### config.mk
export PLATFORM = sky130hd
export DESIGN_NAME = idli_trace_m
export DESIGN_NICKNAME = d
export VERILOG_FILES = /design/src/rtl/idli_pkg.sv /design/src/rtl/idli_trace_ram_m.sv /design/src/rtl/idli_trace_m.sv
export SDC_FILE = /design/constraint.sdc
export NUM_CORES = 1
export LEC_CHECK = 0
export CAP_MARGIN = 0
export CORE_MARGIN = 1
export CORE_UTILIZATION = 58
export DETAILED_ROUTE_END_ITERATION = 6
export PLACE_DENSITY = 0.77
export SYNTH_ARGS = -nofsm -noshare
export SYNTH_HDL_FRONTEND = slang
export SYNTH_SLANG_ARGS = --single-unit
### constraint.sdc
create_clock -name i_trc_gck -period 3.7 [get_ports i_trc_gck]
set_input_delay 0.74 -clock i_trc_gck [delete_from_list [all_inputs] [get_ports i_trc_gck]]
set_output_delay 0.74 -clock i_trc_gck [all_outputs]
set_load 0.02 [all_outputs]
### src/rtl/idli_pkg.sv
// Shared types for the idli trace buffer: FSM state encoding and common helpers.
package idli_pkg;

   typedef enum logic [1:0] {
      IDLE   = 2'd0,
      RUN    = 2'd1,
      POST   = 2'd2,
      FROZEN = 2'd3
   } trc_state_t;

   function automatic logic trc_capturing(input trc_state_t s);
      return (s == RUN) || (s == POST);
   endfunction

endpackage

### src/rtl/idli_trace_ram_m.sv
// DEPTH x WIDTH trace storage: one synchronous write port, one registered read port.
// A same-cycle read of the entry being written returns the previous contents.
module idli_trace_ram_m #(
   parameter int WIDTH = 16,
   parameter int DEPTH = 16
) (
   input  logic                     i_clk,
   input  logic                     i_rst_n,
   input  logic                     i_we,
   input  logic [$clog2(DEPTH)-1:0] i_waddr,
   input  logic [WIDTH-1:0]         i_wdata,
   input  logic                     i_re,
   input  logic [$clog2(DEPTH)-1:0] i_raddr,
   output logic [WIDTH-1:0]         o_rdata
);

   logic [WIDTH-1:0] mem_q [DEPTH];
   logic [WIDTH-1:0] rdata_q;

   always_ff @(posedge i_clk) begin
      if (i_we) begin
         mem_q[i_waddr] <= i_wdata;
      end
   end

   always_ff @(posedge i_clk or negedge i_rst_n) begin
      if (!i_rst_n) begin
         rdata_q <= '0;
      end else if (i_re) begin
         rdata_q <= mem_q[i_raddr];
      end
   end

   assign o_rdata = rdata_q;

endmodule

### src/rtl/idli_trace_m.sv
// Instruction trace buffer: reassembles the nibble-serial PC, stores offset-corrected
// PCs of retired instructions in a circular buffer. Optional trigger: IDLI_TRACE_TRIGGER_EN.
import idli_pkg::*;

module idli_trace_m #(
   parameter int WIDTH      = 16,
   parameter int SLICE      = 4,
   parameter int DEPTH      = 16,
   parameter int POST_DEPTH = 4,
   parameter int PC_OFS     = 1
) (
   input  logic                     i_trc_gck,
   input  logic                     i_trc_rst_n,
   input  logic                     i_trc_gate,
   input  logic [SLICE-1:0]         i_trc_pc_slice,
   input  logic                     i_trc_instr_done,
   input  logic                     i_trc_start,
   input  logic                     i_trc_stop,
   input  logic                     i_trc_arm,
   input  logic [WIDTH-1:0]         i_trc_trig_pc,
   input  logic                     i_trc_rd_req,
   input  logic [$clog2(DEPTH)-1:0] i_trc_rd_idx,
   output logic [WIDTH-1:0]         o_trc_rd_data,
   output logic                     o_trc_rd_vld,
   output logic [$clog2(DEPTH):0]   o_trc_count,
   output logic [1:0]               o_trc_state,
   output logic                     o_trc_triggered
);

   localparam int AW = $clog2(DEPTH);
   localparam int CW = AW + 1;

   logic [WIDTH-1:0] pc_q, pc_d, pc_corr;
   trc_state_t       state_q, state_d;
   logic [AW-1:0]    wr_ptr_q, wr_ptr_d;
   logic [CW-1:0]    count_q, count_d;
   logic             rd_vld_q, rd_hit_q;
   logic [AW-1:0]    rd_addr;
   logic             rd_in_range;
   logic [WIDTH-1:0] ram_rdata;
   logic             cap_state;
   logic             capture;
   logic             trig_hit;

   // Slices arrive LSB first, so each gated cycle shifts the new slice in at the top.
   assign pc_d    = {i_trc_pc_slice, pc_q[WIDTH-1:SLICE]};
   assign pc_corr = pc_d - WIDTH'(PC_OFS);

`ifdef IDLI_TRACE_TRIGGER_EN
   logic [AW-1:0] post_cnt_q, post_cnt_d;
   logic          trig_q, trig_d;

   assign trig_hit        = i_trc_arm && (pc_corr == i_trc_trig_pc);
   assign cap_state       = (state_q == RUN) || ((state_q == POST) && (post_cnt_q != '0));
   assign o_trc_triggered = trig_q;
`else
   logic trig_unused;

   assign trig_unused     = ^{i_trc_arm, i_trc_trig_pc};
   assign trig_hit        = 1'b0;
   assign cap_state       = trc_capturing(state_q);
   assign o_trc_triggered = 1'b0;
`endif

   // Start and stop both suppress the write on their own cycle.
   assign capture = i_trc_gate && i_trc_instr_done && cap_state && !i_trc_start && !i_trc_stop;

   always_comb begin
      state_d  = state_q;
      wr_ptr_d = wr_ptr_q;
      count_d  = count_q;
`ifdef IDLI_TRACE_TRIGGER_EN
      post_cnt_d = post_cnt_q;
      trig_d     = trig_q;
`endif
      if (capture) begin
         wr_ptr_d = wr_ptr_q + AW'(1);
         if (count_q != CW'(DEPTH)) begin
            count_d = count_q + CW'(1);
         end
      end
      if (i_trc_stop) begin
         state_d = FROZEN;
      end else if (i_trc_start) begin
         state_d  = RUN;
         wr_ptr_d = '0;
         count_d  = '0;
`ifdef IDLI_TRACE_TRIGGER_EN
         post_cnt_d = '0;
         trig_d     = 1'b0;
`endif
      end else begin
`ifdef IDLI_TRACE_TRIGGER_EN
         case (state_q)
            RUN: begin
               if (capture && trig_hit) begin
                  state_d    = POST;
                  post_cnt_d = AW'(POST_DEPTH);
                  trig_d     = 1'b1;
               end
            end
            POST: begin
               if (post_cnt_q == '0) begin
                  state_d = FROZEN;
               end else if (capture) begin
                  post_cnt_d = post_cnt_q - AW'(1);
               end
            end
            default: ;
         endcase
`endif
      end
   end

   always_ff @(posedge i_trc_gck or negedge i_trc_rst_n) begin
      if (!i_trc_rst_n) begin
         state_q  <= IDLE;
         wr_ptr_q <= '0;
         count_q  <= '0;
`ifdef IDLI_TRACE_TRIGGER_EN
         post_cnt_q <= '0;
         trig_q     <= 1'b0;
`endif
      end else begin
         state_q  <= state_d;
         wr_ptr_q <= wr_ptr_d;
         count_q  <= count_d;
`ifdef IDLI_TRACE_TRIGGER_EN
         post_cnt_q <= post_cnt_d;
         trig_q     <= trig_d;
`endif
      end
   end

   always_ff @(posedge i_trc_gck or negedge i_trc_rst_n) begin
      if (!i_trc_rst_n) begin
         pc_q <= '0;
      end else if (i_trc_gate) begin
         pc_q <= pc_d;
      end
   end

   // Index 0 is the oldest entry; when full, the oldest sits at the write pointer.
   assign rd_addr     = wr_ptr_q - count_q[AW-1:0] + i_trc_rd_idx;
   assign rd_in_range = {1'b0, i_trc_rd_idx} < count_q;

   always_ff @(posedge i_trc_gck or negedge i_trc_rst_n) begin
      if (!i_trc_rst_n) begin
         rd_vld_q <= 1'b0;
         rd_hit_q <= 1'b0;
      end else begin
         rd_vld_q <= i_trc_rd_req;
         rd_hit_q <= i_trc_rd_req && rd_in_range;
      end
   end

   idli_trace_ram_m #(
      .WIDTH (WIDTH),
      .DEPTH (DEPTH)
   ) u_ram (
      .i_clk   (i_trc_gck),
      .i_rst_n (i_trc_rst_n),
      .i_we    (capture),
      .i_waddr (wr_ptr_q),
      .i_wdata (pc_corr),
      .i_re    (i_trc_rd_req),
      .i_raddr (rd_addr),
      .o_rdata (ram_rdata)
   );

   assign o_trc_rd_data = rd_hit_q ? ram_rdata : '0;
   assign o_trc_rd_vld  = rd_vld_q;
   assign o_trc_count   = count_q;
   assign o_trc_state   = state_q;

endmodule

Word-level counts from Yosys, hierarchy flattened:

Memory sizes are Yosys's and may differ from the RTL's. A register that Yosys moved wholly into a read port is not among the register bits.
Index checks and enable logic that the tools add are counted.

* bits in registers: 29
* RAM bits: 256
* input bits: 32
* output and inout port bits: 25
* logic and storage cells: 38
* memories kept: 1

* $add $sub $neg: 5
* $lt $le $gt $ge: 1
* eq/ne operators: 3
* mux-type cells: 12
* reductions and logical operators: 10

Memories
* u_ram.mem_q: words 16, width 16, read ports 1, clocked after Yosys merged registers in 1, write ports 1, RTL line idli_trace_ram_m.sv:17 `logic [WIDTH-1:0] mem_q [DEPTH];`

Operator list (count)
* 5-bit 2-to-1 mux: 4
* 16-bit 2-to-1 mux: 1
* 16-bit by 1-bit subtractor with 16-bit output, second input constant: 1
* 4-bit 2-to-1 mux: 3
* 5-bit by 1-bit adder with 5-bit output, second input constant: 1
* 1-bit logical AND: 5
* 4-bit by 5-bit < comparator with 1-bit output: 1
* 5-bit inequality test, second input constant: 1
* 4-bit by 1-bit adder with 4-bit output, second input constant: 1
* 4-bit adder: 1
* 2-bit 2-to-1 mux: 2
* 4-bit subtractor: 1
* 1-bit zero test: 3
* 2-bit by 1-bit equality test with 1-bit output, second input constant: 1
* 2-bit equality test, second input constant: 1
* 1-bit 2-to-1 mux: 2
* 2-bit nonzero test: 1
* 1-bit logical OR: 1

Depth between registers and ports, before layout:

Gate-level depths: netlist of the first run.

* depth after elaboration: 8
* gate-level depth with buffers: 12
* mapped depth without buffers: 10

By module:

From an unflattened synthesis of the first run, not the netlist that was laid out.

* cell total of the unflattened synthesis: 632
* area, all modules: 12166.7 um^2

By module, submodules not included
* idli_trace_ram_m: times used 1, cells each 452, area an instance 10458.8 um^2
* idli_trace_m: times used 1, cells each 180, area an instance 1707.9 um^2

Worst setup path after synthesis of the first run:

No wires, ideal clock.

* path kind: input to register
* start: input i_trc_rd_idx[1]
* end: register u_ram.rdata_q[7], in the netlist u_ram.o_rdata[7], read port of u_ram.mem_q
* data arrival time: 3.400 ns
* data required time: 3.574 ns
* path slack: 0.175 ns
* stages: 10
* buffers on the path: 3
* cells stage by stage: inv_1 > fa_1 > inv_1 > fa_1 > clkbuf_1 > buf_2 > buf_1 > mux4_2 > a211oi_1 > o2bb2ai_1

* cells in the longest elaborated chain, start to end: 1

Ends and longest elaborated chain
* start, declared: RTL line idli_trace_m.sv:22 `input logic [$clog2(DEPTH)-1:0] i_trc_rd_idx,`
* 4-bit adder: RTL line idli_trace_m.sv:144 `assign rd_addr = wr_ptr_q - count_q[AW-1:0] + i_trc_rd_idx;`
* end, declared: RTL line idli_trace_ram_m.sv:18 `logic [WIDTH-1:0] rdata_q;`

Every way passes these cells.
A chain may end at the register's enable or synchronous reset.

Worst setup path in the final report of the first run:

* start: input i_trc_rd_idx[1]
* end: register u_ram.rdata_q[10], in the netlist u_ram.o_rdata[10], read port of u_ram.mem_q

Same word-level chain as after synthesis.

==> out/qor.yml, run 1 <==
cpPeakStageDelay_ns: 0.88
crit_family: "adder cells"
whs_ns: 0.414
async_reset_ff_frac: 0.138
vias: 6916
fin_crit_ns: 3.54
drt_iter0_drc: 829
grt_util_all_layers: 0.265
clkSlewWorstSetupHoldPaths_ns: 0.06
post_cts_buffers: 0
rsz0062_at_grt: "false"
drc: 0
dpl_worst_slack_ns: -0.388
multi_input_area_sq_um: 3310
first_global_vias: 7286
setup-tns-final_ns: 0
final_net_count: 856
powerDensity_nw_per_um2: 549
max_clock_freq_ghz: 0.282
min_path_type: "input pin to asynchronous set/reset pin"
dieArea_sq_um: 21600
cts_resized: 0
syn_area_per_cell_sq_um: 17.1
initial_core_util: 0.597
gp_congestion: 0.819
ctsRootBufferMaster: "clkbuf_16"
yosys_register_bits: 297
fin_worst_skew_ns: 0.0112
path_class: "input pin to register"
clock_sinks: 297
drt-pass1-iter-count: 5
grt_max_degree: 42
drive_gt1_frac: 0.192
worstSetupStartpointType: "input pin"
setup_viol: 0
critical_path_arrival_ns: 3.96
cp.buffers_inverters: 5
cts_buffers: 29
die_h_um: 147
wl_um: 27600
cp_data_required_time_ns: 4.12
rrSetupSlack_ns: 0.41
grt_pass1_wl_um: 42200
layout_commonest_cell: "edfxtp_1"
antenna_left: 0
drv_cap: 0
worst_slew_pin_slew_ns: 1.22
port_buffers: 38
antenna_found_initial: 0
setup_ws_ns: 0.156
insertion_delay_ns: 0.54
min_period_over_period: 0.958
overflow: 0
num_io_pins: 57
synth_seq_area_share: 0.714
htreeDepth: 1
hold_viol: 0
core_sq_um: 20400
cts_hold_buf: 0
timing.rr.end: "u_ram.o_rdata[10]"
syn_nets: 761
area_growth_pct: 16.6
die_w_um: 147
rr_worst_depth: 10
seq_area_sq_um: 8710
slowest_stage: "fa_4"
cp_max_fo: 11
hpwl_um: 16700
synth_area_sq_um: 12200
finalMaxSlewViolations: 0
r2r_start: "wr_ptr_q[1]"
status: "completed"
final_cell_mix: "edfxtp_1, mux2i_1, buf_4"
nFillCells: 1303
ys_warn_count: 0
synthCells: 712
p_leak_nw: 5.03
vdd_drop_max_uv: 318
slew-limit-headroom: 0.186
dominantRegCellSynth: "edfxtp_1"
netlist-cell-type-count: 41
tritoncts: "done"
antenna_cells: 0
synth-edff-count: 256
end_kind: "register"
rows: 52
clk_path_buf_depth: 3
worstPathCellList: "clkdlybuf4s50_1, inv_1, fa_1, inv_1, fa_4, buf_4, buf_4, mux2i_1, nand3_1, a41oi_1, o2bb2ai_1"
avgViaCountPerCell: 6.29
routedWlPerCell_um: 25.1
==> cell families after synthesis <==
family | share of synthesized area
XOR/XNOR | 0.0176
other | 0.000307
buffers and inverters | 0.0188
adder cells (fa/ha/maj) | 0.0193
multiplexers | 0.122
AND/OR/NAND/NOR | 0.0585
AO/OA/AOI/OAI | 0.0490
flip-flops | 0.714
==> cell type report <==
type                            instances  share of cell area
Tap cell                              270              0.0237
Multi-Input combinational cell        358               0.232
Inverter                               20             0.00527
Timing Repair Buffer                  101              0.0631
Sequential cell                       297               0.612
Clock buffer                           39              0.0543
Clock inverter                         15             0.00888
==> worst max path at each step <==
| stage | endpoint | startpoint | cells after the start | slack, ns |
|---|---|---|---|---|
| floorplan | u_ram.o_rdata[7] | i_trc_rd_idx[1] | 10 | 0.17 |
| global placement | u_ram.o_rdata[11] | i_trc_rd_idx[1] | 10 | -0.35 |
| detailed placement | u_ram.o_rdata[7] | i_trc_rd_idx[1] | 10 | -0.39 |
| global route | u_ram.o_rdata[10] | i_trc_rd_idx[1] | 11 | 0.02 |
| CTS | u_ram.o_rdata[8] | i_trc_rd_idx[1] | 10 | 0.16 |
| finish | u_ram.o_rdata[10] | i_trc_rd_idx[1] | 11 | 0.16 |
==> cell usage after synthesis (all sizes together) (8+ instances only) <==
cell	number	area (sq um)
o2bb2ai	16	140
xor2	14	123
ha	14	175
nor2	19	71.3
a41oi	16	140
mux2	10	113
dfrtp	41	1030
nand2	26	97.6
xnor2	8	70.1
edfxtp	256	7690
mux2i	66	661
nor3	11	55.1
buf	11	56.3
and2	40	250
a22oi	16	120
a211oi	16	120
mux4	32	721
nand3	18	90.1
clkbuf	26	97.6
inv	19	71.3
==> registers in the layout, indices dropped and copies added, names as in the netlist <==
signal and flops:
o_trc_count 5, o_trc_state 2, u_ram.mem_q 256, u_ram.o_rdata 16
pc_q 12, rd_hit_q 1, wr_ptr_q 4, o_trc_rd_vld 1
==> per-stage QoR <==
step / util / cell area [sq um] / cells / power [mW]
6_report: 0.697 / 14200 / 1100 / 7.82
5_1_grt: 0.697 / 14200 / 1100 / 8.05
4_1_cts: 0.697 / 14200 / 1100 / 7.85
3_5_place_dp: 0.653 / 13300 / 1046 / 5.08
3_3_place_gp: 0.653 / 13300 / 1046 / 5.03
2_1_floorplan: - / 12200 / 712 / 4.63
==> layer usage <==
| layer | vias to the layer above | track usage | wire length [um] |
|---|---|---|---|
| met5 | - | 0 | 0 |
| li1 | 2964 | - | - |
| met3 | 73 | 0.0425 | 2430 |
| met2 | 398 | 0.448 | 14000 |
| met4 | 0 | 0.105 | 864 |
| met1 | 3481 | 0.348 | 10400 |
==> power by group <==
group          internal [mW]  leakage [nW]  switching (mW)
combinational          0.467          1.80           0.653
clock                   1.60         0.433            1.19
sequential              3.84          2.80          0.0749
Power figures use the tool's default switching activity.
==> run 2: changes to the inputs <==
- CORE_ASPECT_RATIO: default -> 1.25
==> run 2 against run 1 <==
Net effect: final cell count fell by 0.82%; fmax fell by 0.76%; register-to-register slack got worse by 0.02 ns; clock power barely moved; clock skew fell by 0.0013 ns; cell area rose by 0.37%; count of clock-buffer cells in the layout fell by 4; routed wire length fell by 8.5%; sequential share of layout area fell by 0.23 points; first-iteration DRC count fell by 28%; worst setup slack got worse by 0.027 ns.
==> out/qor.yml, run 2 (same netlist as run 1, synthesis figures left out) <==
rr_worst_depth: 11  # +1
insertion_delay_ns: 0.54  # about the same
vdd_drop_max_uv: 486  # +53%
setup-tns-final_ns: 0  # unchanged
powerDensity_nw_per_um2: 551  # +0.29%
dieArea_sq_um: 21600  # about the same
rows: 58  # +12%
highest_layer: "met4"
power_mw: 7.87  # +0.66%
core_sq_um: 20400  # -0.18%
largest_reg_flops: 256  # unchanged
min_path_type: "input pin to asynchronous set/reset pin"
startpoint: "i_trc_rd_idx[1]"
final_cell_mix: "edfxtp_1, mux2i_1, buf_4"
p_seq_frac: 0.497  # -0.003
wl_met3_um: 1600  # -34%
clk_path_buf_depth: 3  # unchanged
worstSetupStartpointType: "input pin"
avgViaCountPerCell: 6.10  # -3.0%
setup_viol: 0  # unchanged
layout_commonest_cell: "edfxtp_1"
die_w_um: 132  # -10%
path_class: "input pin to register"
design_area_sq_um: 14300  # +0.37%
first_global_vias: 7140  # -2.0%
ctsRootBufferMaster: "clkbuf_16"
initial_core_util: 0.598  # +0.00110
setup_ws_ns: 0.129  # -0.0270 ns
htreeDepth: 1  # unchanged
p_leak_nw: 5.03  # about the same
p_comb_frac: 0.145  # +0.002
slew-limit-headroom: 0.102  # -0.0843
end_kind: "register"
hpwl_um: 16000  # -4.3%
wl_um: 25300  # -8.5%
cp_max_fo: 18  # +7
dp_cells: 1040  # -0.57%
finalMaxSlewViolations: 0  # unchanged
drv_cap: 0  # unchanged
final_cells: 1091  # -0.82%
met2WireLength_um: 13100  # -6.5%
drc: 0  # unchanged
worstPathCellList: "clkdlybuf4s50_1, inv_1, fa_1, inv_1, fa_4, buf_12, buf_12, mux2i_1, a22oi_1, a41oi_1, o2bb2ai_1"
largest-register: "u_ram.mem_q"
fin_crit_ns: 3.57  # +0.0270 ns
switchingPower_mw: 1.91  # -0.21%
dpl_worst_slack_ns: -0.416  # -0.0287 ns
placed_cell_area_sq_um: 13400  # +0.23%
rrSetupSlack_ns: 0.39  # -0.02 ns
clock_sinks: 297  # unchanged
clock_power_share: 0.358  # about the same
grt_max_degree: 42  # unchanged
timing.rr.end: "u_ram.o_rdata[7]"
antenna_left: 0  # unchanged
die_h_um: 164  # +12%
grt_util_all_layers: 0.246  # -0.0195
max_clock_freq_ghz: 0.280  # -0.76%
tritoncts: "done"
hold_viol: 0  # unchanged
overflow: 0  # unchanged
area_growth_pct: 17.1
grt_pass1_wl_um: 40000  # -5.2%
drt_iter0_drc: 593  # -28%
cpPeakStageDelay_ns: 0.90  # +0.02 ns
fin_worst_skew_ns: 0.00984  # -0.00134 ns
cts_buffers: 28  # -3.4%
worst_slew_pin_slew_ns: 1.34  # +0.121 ns
routedWlPerCell_um: 23.2  # -7.7%
gp_congestion: 0.802  # -2.1%
antenna_found_initial: 1  # +1
drt-pass1-iter-count: 5  # unchanged
clkSlewWorstSetupHoldPaths_ns: 0.06  # about the same
num_io_pins: 57  # unchanged
slowest_stage: "fa_4"
antenna_cells: 0  # unchanged
final_net_count: 849  # -0.82%
p_int_mw: 5.96  # +0.95%
cp_data_required_time_ns: 4.11  # about the same
status: "completed"
min_period_over_period: 0.965  # +0.00731
vias: 6656  # -3.8%
cp.buffers_inverters: 5  # unchanged
crit_family: "adder cells"
swShare: 0.243  # -0.00211
r2r_start: "wr_ptr_q[0]"
rsz0062_at_grt: "false"
port_buffers: 38  # unchanged
post_cts_buffers: 0  # unchanged
drive_gt1_frac: 0.191  # -0.000336
wl_met1_um: 9850  # -5.1%
critical_path_arrival_ns: 3.98  # +0.02 ns
## run 2: timing repair
item	in CTS	in global routing
hold buffers	0	0
resized for setup	0	1
setup endpoints to repair	0	5
## run 2: final cells by class
| class | instances | area [sq um] |
|---|---|---|
| repair buffers | 95 | 928 |
| multi-input cells | 358 | 3310 |
| well taps | 270 | 338 |
| flip-flops and latches | 297 | 8710 |
| fillers | 1233 | 6110 |
| inverters | 20 | 75.1 |
| clock inverters | 16 | 138 |
| clock buffers | 35 | 778 |
## run 2: through the flow
stage,hold WS (ns),utilization
after floorplan,0.444,-
after global placement,0.469,0.655
after detailed placement,0.472,0.655
after CTS,0.426,0.700
after global routing,0.484,0.701
final,0.412,0.701
## run 2: metal layers
| layer | vias to the layer above | global-route usage |
|---|---|---|
| li1 | 2948 | - |
| met1 | 3365 | 0.313 |
| met2 | 278 | 0.428 |
| met3 | 65 | 0.0392 |
| met4 | 0 | 0.0946 |
| met5 | - | 0 |
## run 2: power by group through the flow
| stage | logic, mW | clock network, mW | registers (mW) |
|---|---|---|---|
| floorplan | 0.685 | 0 | 3.95 |
| global placement | 1.09 | 0 | 3.97 |
| detailed placement | 1.13 | 0 | 3.98 |
| CTS | 1.14 | 2.85 | 3.91 |
| global route | 1.23 | 2.99 | 3.92 |
| finish | 1.14 | 2.82 | 3.91 |
## run 2: worst max-delay path by stage
stage	end	slack (ns)	cells after the start
after floorplan	u_ram.o_rdata[7]	0.17	10
after global placement	u_ram.o_rdata[6]	-0.38	9
after detailed placement	u_ram.o_rdata[7]	-0.42	11
after CTS	u_ram.o_rdata[7]	0.06	11
after global routing	u_ram.o_rdata[7]	0.03	11
final	u_ram.o_rdata[7]	0.13	11
## run 2: worst reg2reg max path: cells and delay by family, from the launching register on
kind            cells  cell delay (ns)
flops               1             0.43
compound gates      3             0.52
fa+ha+maj           3             1.44
mux                 1             0.22
buf+inv             4             0.58
==> run 3: changes to the inputs <==
- REMOVE_ABC_BUFFERS: default -> 1
- SYNTH_HIERARCHICAL: default -> 1
==> run 3 against run 2 <==
Net effect: synthesized cell count shrank 11%; register-to-register slack got worse by 0.04 ns; combinational power grew 8%; global-route usage rose by 0.70 points; via count decreased by 4.7%; count of clock-buffer cells in the layout rose by 2; critical path type unchanged; largest cell class unchanged; largest power group unchanged.
==> out/qor.yml, run 3 <==
hpwl_um: 15800  # -1.4%
setup_ws_ns: 0.229  # +0.100 ns
clock_sinks: 297  # unchanged
slew-limit-headroom: 0.141  # +0.0391
final_cell_mix: "edfxtp_1, buf_4, mux4_2"
grt_util_all_layers: 0.253  # +0.00698
first_global_vias: 6838  # -4.2%
ys_warn_count: 6  # +6
post_cts_buffers: 0  # unchanged
clkSlewWorstSetupHoldPaths_ns: 0.07  # about the same
dpl_worst_slack_ns: -0.522  # -0.106 ns
cp_data_required_time_ns: 4.10  # about the same
cts_hold_buf: 0  # unchanged
num_io_pins: 57  # unchanged
synth-edff-count: 256  # unchanged
routedWlPerCell_um: 25.4  # +9.4%
wl_um: 25900  # +2.5%
ctsRootBufferMaster: "clkbuf_16"
cts_buffers: 27  # -3.6%
nFillCells: 1242  # +0.73%
grt_pass1_wl_um: 39600  # -0.90%
tritoncts: "done"
setup_viol: 0  # unchanged
layout_commonest_cell: "edfxtp_1"
synth.most_common_cell: "edfxtp_1"
drt-pass1-iter-count: 5  # unchanged
p_leak_nw: 4.91  # -2.4%
vias: 6345  # -4.7%
cts_resized: 0  # unchanged
htreeDepth: 1  # unchanged
synth_area_leaders: "edfxtp_1, mux4_2, dfrtp_1, a221oi_2, mux4_1"
port_buffers: 38  # unchanged
drc: 0  # unchanged
gp_congestion: 0.832  # +3.7%
fin_crit_ns: 3.47  # -0.100 ns
worstSetupStartpointType: "input pin"
die_w_um: 132  # -0.14%
synth_top_area_share: 0.632  # +0.00181
synth_seq_area_share: 0.716  # +0.00206
end_kind: "register"
synth_common_cells: "edfxtp_1, mux4_2, dfrtp_1, nor2_1, inv_1"
antenna_left: 0  # unchanged
min_period_over_period: 0.938  # -0.0270
hold_viol: 0  # unchanged
largest-register: "u_ram/mem_q"
fin_worst_skew_ns: 0.00984  # +0.00000566 ns
path_class: "input pin to register"
drive_gt1_frac: 0.283  # +0.0920
yosys.area.top_type: "edfxtp_1"
rows: 58  # unchanged
powerDensity_nw_per_um2: 568  # +3.1%
drt_iter0_drc: 622  # +4.9%
rrSetupSlack_ns: 0.35  # -0.04 ns
dp_cells: 973  # -6.4%
antenna_found_initial: 0  # -1
antenna_cells: 0  # unchanged
clk_path_buf_depth: 3  # unchanged
core_sq_um: 20300  # -0.36%
drv_cap: 0  # unchanged
max_clock_freq_ghz: 0.288  # +2.9%
yosys_register_bits: 297  # unchanged
worst_slew_pin_slew_ns: 1.28  # -0.0582 ns
setup-tns-final_ns: 0  # unchanged
cp_max_fo: 11  # -7
grt_max_degree: 42  # unchanged
final_net_count: 778  # -8.4%
status: "completed"
final_cells: 1022  # -6.3%
rsz0062_at_grt: "false"
initial_core_util: 0.599  # about the same
finalMaxSlewViolations: 0  # unchanged
critical_path_arrival_ns: 3.87  # -0.11 ns
area_growth_pct: 16.7
dieArea_sq_um: 21600  # -0.28%
syn_area_per_cell_sq_um: 19.3  # +12%
synthCells: 632  # -11%
largest_reg_flops: 256  # unchanged
r2r_start: "pc_q[4]"
async_reset_ff_frac: 0.138  # unchanged
timing.rr.end: "u_ram/mem_q[8][10]"
avgViaCountPerCell: 6.21  # +1.8%
dominantRegCellSynth: "edfxtp_1"
overflow: 0  # unchanged
synth_area_sq_um: 12200  # -0.29%
netlist-cell-type-count: 50  # +22%
rr_worst_depth: 5  # -6
die_h_um: 164  # -0.14%
insertion_delay_ns: 0.53  # about the same
vdd_drop_max_uv: 404  # -17%
min_path_type: "input pin to asynchronous set/reset pin"
run 3: cells by family (layout without fill, tap and decap cells):
family,count (synthesis),count (layout),share of synthesized area
buffers and inverters,53,173,0.0270
adder cells (fa/ha/maj),14,14,0.0162
multiplexers,92,92,0.145
AO/OA/AOI/OAI,47,47,0.0347
flip-flops,297,297,0.716
AND/OR/NAND/NOR,108,108,0.0462
other,1,1,0.000308
XOR/XNOR,20,20,0.0144
run 3: layout make-up:
class                      instances  area, sq um  area share
sequential                       297         8710       0.614
multi-input combinational        282         3200       0.225
timing repair buffer             102          913      0.0643
clock buffer                      37          783      0.0552
tap                              270          338      0.0238
clock inverter                    12          168      0.0118
inverter                          22         82.6     0.00582
run 3: critical path, stage by stage:
cell and delay, ns:
clkdlybuf4s50_1 0.50, inv_1 0.07, fa_1 0.56, inv_1 0.05, ha_1 0.29, a21o_1 0.20, a21oi_2 0.25, xnor2_4 0.26
buf_4 0.29, mux4_2 0.33, mux2i_1 0.22, a221oi_2 0.09
run 3: how the worst max path moves through the flow:
stage                    start          endpoint  slack, ns
6_report       i_trc_rd_idx[1]  u_ram/o_rdata[5]       0.23
5_1_grt        i_trc_rd_idx[1]  u_ram/o_rdata[9]       0.09
4_1_cts        i_trc_rd_idx[1]  u_ram/o_rdata[5]       0.02
3_5_place_dp   i_trc_rd_idx[1]  u_ram/o_rdata[5]      -0.52
3_3_place_gp   i_trc_rd_idx[1]  u_ram/o_rdata[5]      -0.44
2_1_floorplan  i_trc_rd_idx[1]  u_ram/o_rdata[1]      -3.76
run 3: per-stage QoR:
| stage | cell area (sq um) | hold WS, ns | total power [mW] | utilization |
|---|---|---|---|---|
| after global placement | 13200 | 0.514 | 5.14 | 0.651 |
| after CTS | 14200 | 0.454 | 8.12 | 0.698 |
| after floorplan | 11900 | 0.444 | 4.77 | - |
| after detailed placement | 13200 | 0.518 | 5.19 | 0.651 |
| after global routing | 14200 | 0.502 | 8.31 | 0.699 |
| final | 14200 | 0.428 | 8.07 | 0.699 |
run 3: routing by layer:
layer / part of all wire / up-vias / track usage / wire (um)
met2: 0.53 / 310 / 0.446 / 13700
met5: 0 / - / 0 / 0
met3: 0.073 / 68 / 0.0259 / 1890
li1: - / 2720 / - / -
met1: 0.36 / 3247 / 0.323 / 9380
met4: 0.035 / 0 / 0.106 / 919
run 3: power breakdown:
part | internal [mW] | switching [mW]
clock network | 1.76 | 1.17
registers | 3.83 | 0.0749
logic | 0.583 | 0.643
==> RTL change 1: new RTL, config.mk and constraints of run 1 <==
The parameter `SLICE` goes from 4 to 3.
--- a/src/rtl/idli_trace_m.sv
+++ b/src/rtl/idli_trace_m.sv
@@ -4,7 +4,7 @@
 
 module idli_trace_m #(
    parameter int WIDTH      = 16,
-   parameter int SLICE      = 4,
+   parameter int SLICE      = 3,
    parameter int DEPTH      = 16,
    parameter int POST_DEPTH = 4,
    parameter int PC_OFS     = 1
Ports: changed (resized i_trc_pc_slice); port bits go from 57 to 56. No check against the original RTL was run, so the function may have changed too.
==> RTL change 1 against run 1 <==
Routed wire length is 0.56% higher. Synthesized area up 0.30%. Maximum frequency shrank 1.5%. Critical path depth fell by 1. Final area rose by 1.3%. Worst setup slack worse by 0.055 ns. Total power grew 4.5%. Sequential cell count increased by 1.
==> RTL change 1: results (changes against run 1) <==
pre_cts_ws_ns: -0.432  # -0.0447 ns
buf_share_pct: 6.65  # +0.33 points
finClkSkew_ns: 0.0100  # -0.00115 ns
design.seq.count: 298  # +0.34%
async_reset_ff_share_pct: 14.1  # +0.29 points
num-fill-cells: 1273  # -2.3%
multi_input_cells: 359  # +0.28%
crit_path_max_incr_delay_ns: 0.93  # +0.05 ns
area_share_clock_buf_inv_pct: 6.65  # +0.33 points
gp_congestion: 0.786  # -4.1%
r2r-end: "u_ram.o_rdata[4]"
synth_xor_area_share_pct: 1.76  # -0.0052 points
r2r_slack_ns: 0.36  # -0.05 ns
track_usage_pct: 26.6  # +0.10 points
cellLeakagePower_nw: 5.10  # +1.3%
status: "finished, final reports clean"
grtUsageMet3_pct: 4.16  # -0.093 points
critPathCapture: "u_ram.o_rdata[4]"
grt_pass1_wl_mm: 42.1  # about the same
synth-seq-area-share_pct: 71.4  # about the same
portBuffers: 37  # -2.6%
r2r_cells: 9  # -1
buffers: 100  # -0.99%
layout-drive-gt1-share_pct: 19.8  # +0.63 points
grt_pass1_vias: 7222  # -0.88%
relSlewSlack_pct: 19.9  # +1.4 points
numCtsBuffers: 28  # -3.4%
peakVddDrop_mv: 0.323  # +1.3%
gr-usage-met1_pct: 35.5  # +0.68 points
num_vias: 6904  # -0.17%
grt_max_degree: 43  # +2.4%
synth_fa_ha_area_share_pct: 1.92  # -0.0057 points
synth_compound_area_share_pct: 4.89  # -0.015 points
ys_top_cells_by_count: "edfxtp_1 (256), mux2i_1 (66), dfrtp_1 (42)"
initialDrtViolationCount: 615  # -26%
path_max_fanout: 19  # +8
synth_area_leaders: "edfxtp_1 (63%), dfrtp_1 (8.6%), mux4_2 (5.9%), mux2i_1 (5.4%), and2_1 (2.0%)"
muxShareOfSynthArea_pct: 12.3  # +0.056 points
synth_nets: 762  # +0.13%
hpwl_mm: 17.0  # +1.3%
## RTL change 1: changes by cell type after synthesis
cell,run 1,this run
buf_1,1,2
clkbuf_1,26,25
mux2_2,10,11
dfrtp_1,41,42
## RTL change 1: worst reg2reg max path, delay by kind of cell, from the launching register on
| kind | cells | cell delay, ns |
|---|---|---|
| adders and majority gates | 2 | 1.45 |
| AOI/OAI and AO/OA | 2 | 0.43 |
| DFF | 1 | 0.42 |
| buffers and inverters | 3 | 0.41 |
| muxes | 1 | 0.32 |
| and+or+nand+nor | 1 | 0.18 |
## RTL change 1: through the flow
stage	hold slack [ns]	cells	power, mW	area [µm²]
floorplan	0.444	714	4.73	12200
global placement	0.468	1047	5.18	13400
detailed placement	0.473	1047	5.23	13400
CTS	0.459	1099	8.18	14400
global route	0.499	1099	8.41	14400
finish	0.423	1099	8.17	14400
## RTL change 1: where the power goes
part           internal [mW]  switching, mW
Sequential              3.90         0.0901
Combinational          0.503          0.697
Clock                   1.78           1.21
Total                   6.18           2.00
==> RTL change 2: new RTL, settings of run 1 <==
Made on the original files. Put one more register stage on the output `o_trc_count`. The value now appears one clock later. The other outputs are not delayed to match.
--- a/src/rtl/idli_trace_m.sv
+++ b/src/rtl/idli_trace_m.sv
@@ -170,7 +170,9 @@
 
    assign o_trc_rd_data = rd_hit_q ? ram_rdata : '0;
    assign o_trc_rd_vld  = rd_vld_q;
-   assign o_trc_count   = count_q;
+   always_ff @(posedge i_trc_gck) begin
+      o_trc_count <= count_q;
+   end
    assign o_trc_state   = state_q;
 
 endmodule
Check against the original RTL: not equivalent (Yosys sat finds a counterexample within 4 cycles, from zero or initial values and one cycle with i_trc_rst_n low).
==> RTL change 2 against run 1 <==
Via count fell by 2.3%. Final area grew 1.3%. Global-route usage down 2.1 points. Routed wire length is 7.3% lower. Sequential share of layout area fell by 0.076 points. Synthesized cell count is 0.70% higher. Total power is 1.5% higher. Sequential cell count up 5. Non-clock buffer count is 1 lower. Worst setup slack lost 0.028 ns. Synthesized area is 0.81% higher. Critical endpoint is now u_ram.o_rdata[7].
==> RTL change 2: results (changes against run 1) <==
htreeDepth: 1  # unchanged
clockBufferDepth: 3  # unchanged
grt_max_degree: 42  # unchanged
peakVddDrop_mv: 0.433  # +36%
async_reset_ff_share_pct: 13.6  # -0.23 points
synth-seq-area-share_pct: 71.7  # +0.24 points
synth_fa_ha_area_share_pct: 1.91  # -0.015 points
r2r-end: "u_ram.o_rdata[7]"
status: "finished, final reports clean"
syn-instance-count: 717  # +0.70%
ys_types: 42  # +2.4%
synth_xor_area_share_pct: 1.75  # -0.014 points
gp_congestion: 0.767  # -6.4%
relSlewSlack_pct: 10.3  # -8.3 points
antenna_cells: 0  # unchanged
grt_pass1_wl_mm: 39.7  # -5.8%
grtUsageMet3_pct: 3.58  # -0.67 points
num_vias: 6760  # -2.3%
viasPerCell: 6.12  # -2.6%
layout-drive-gt1-share_pct: 18.9  # -0.21 points
r2r_slack_ns: 0.37  # -0.04 ns
numCtsBuffers: 29  # unchanged
critPathTopFamily: "adder cells"
routed.top_layer: "met4"
place_area_um2: 13500  # +1.4%
dr_wl_met3_mm: 1.94  # -20%
path_clk_slew_ns: 0.06  # about the same
slowest_stage: "fa_4"
track_usage_pct: 24.5  # -2.1 points
met2_usage_pct: 41.9  # -2.9 points
synth_compound_area_share_pct: 4.86  # -0.039 points
nNetsFinal: 860  # +0.47%
drt-met1-wl_mm: 10.2  # -1.6%
synth_edf_count: 256  # unchanged
wl_met2_mm: 13.1  # -6.4%
crit_path_max_incr_delay_ns: 0.85  # -0.03 ns
muxShareOfSynthArea_pct: 12.1  # -0.098 points
cellLeakagePower_nw: 5.10  # +1.4%
grt_pass1_vias: 7006  # -3.8%
path_max_fanout: 13  # +2
arrival_ns: 4.01  # +0.05 ns
antenna_found_initial: 0  # unchanged
hpwl_mm: 16.0  # -4.4%
synth_nets: 766  # +0.66%
finClkSkew_ns: 0.00747  # -0.00370 ns
synth_area_leaders: "edfxtp_1 (62%), dfrtp_1 (8.3%), mux4_2 (5.9%), mux2i_1 (5.4%), and2_1 (2.0%)"
place_inst: 1050  # +0.38%
routed_wl_mm: 25.6  # -7.3%
root_buffer: "clkbuf_16"
initialDrtViolationCount: 697  # -16%
portBuffers: 38  # unchanged
gr-usage-met1_pct: 33.3  # -1.5 points
RTL change 2: cell count changes after synthesis:
cell,change
dfxtp_1,+5
buf_2,-1
buf_1,+1
RTL change 2: how the worst max path moves through the flow:
stage                    startpoint                 to  slack (ns)
finish              i_trc_rd_idx[1]   u_ram.o_rdata[7]        0.13
global route        i_trc_rd_idx[1]   u_ram.o_rdata[3]        0.04
CTS                 i_trc_rd_idx[1]   u_ram.o_rdata[7]        0.15
detailed placement  i_trc_rd_idx[1]   u_ram.o_rdata[7]       -0.40
global placement    i_trc_rd_idx[1]   u_ram.o_rdata[7]       -0.39
floorplan           i_trc_rd_idx[1]  u_ram.o_rdata[10]        0.16
RTL change 2: stage by stage:
step | setup slack, ns | hold WS (ns) | utilization [%] | TNS, ns
floorplan | 0.157 | 0.388 | - | 0
global placement | -0.386 | 0.399 | 66.0 | -4.45
detailed placement | -0.402 | 0.422 | 66.0 | -5.17
CTS | 0.153 | 0.398 | 70.3 | 0
global route | 0.0435 | 0.461 | 70.3 | 0
finish | 0.128 | 0.377 | 70.3 | 0
RTL change 2: cell families (layout without fill, tap and decap cells):
family,count (synthesis),in the layout
AO/OA/AOI/OAI,76,76
flip-flops,302,302
XOR/XNOR,23,23
AND/OR/NAND/NOR,133,133
adder cells (fa/ha/maj),17,17
multiplexers,108,108
buffers and inverters,57,174
other,1,1
RTL change 2: cell type report:
cell class,count,area [µm²]
Sequential cell,302,8810
Timing Repair Buffer,100,991
Fill cell,1268,6080
Clock inverter,16,129
Clock buffer,38,759
Multi-Input combinational cell,358,3310
Tap cell,270,338
Inverter,20,75.1
RTL change 2: where the power goes:
group | internal [mW] | leakage (nW) | switching (mW)
combinational | 0.523 | 1.83 | 0.661
sequential | 3.89 | 2.84 | 0.0752
clock | 1.58 | 0.434 | 1.20
total | 6.00 | 5.10 | 1.94
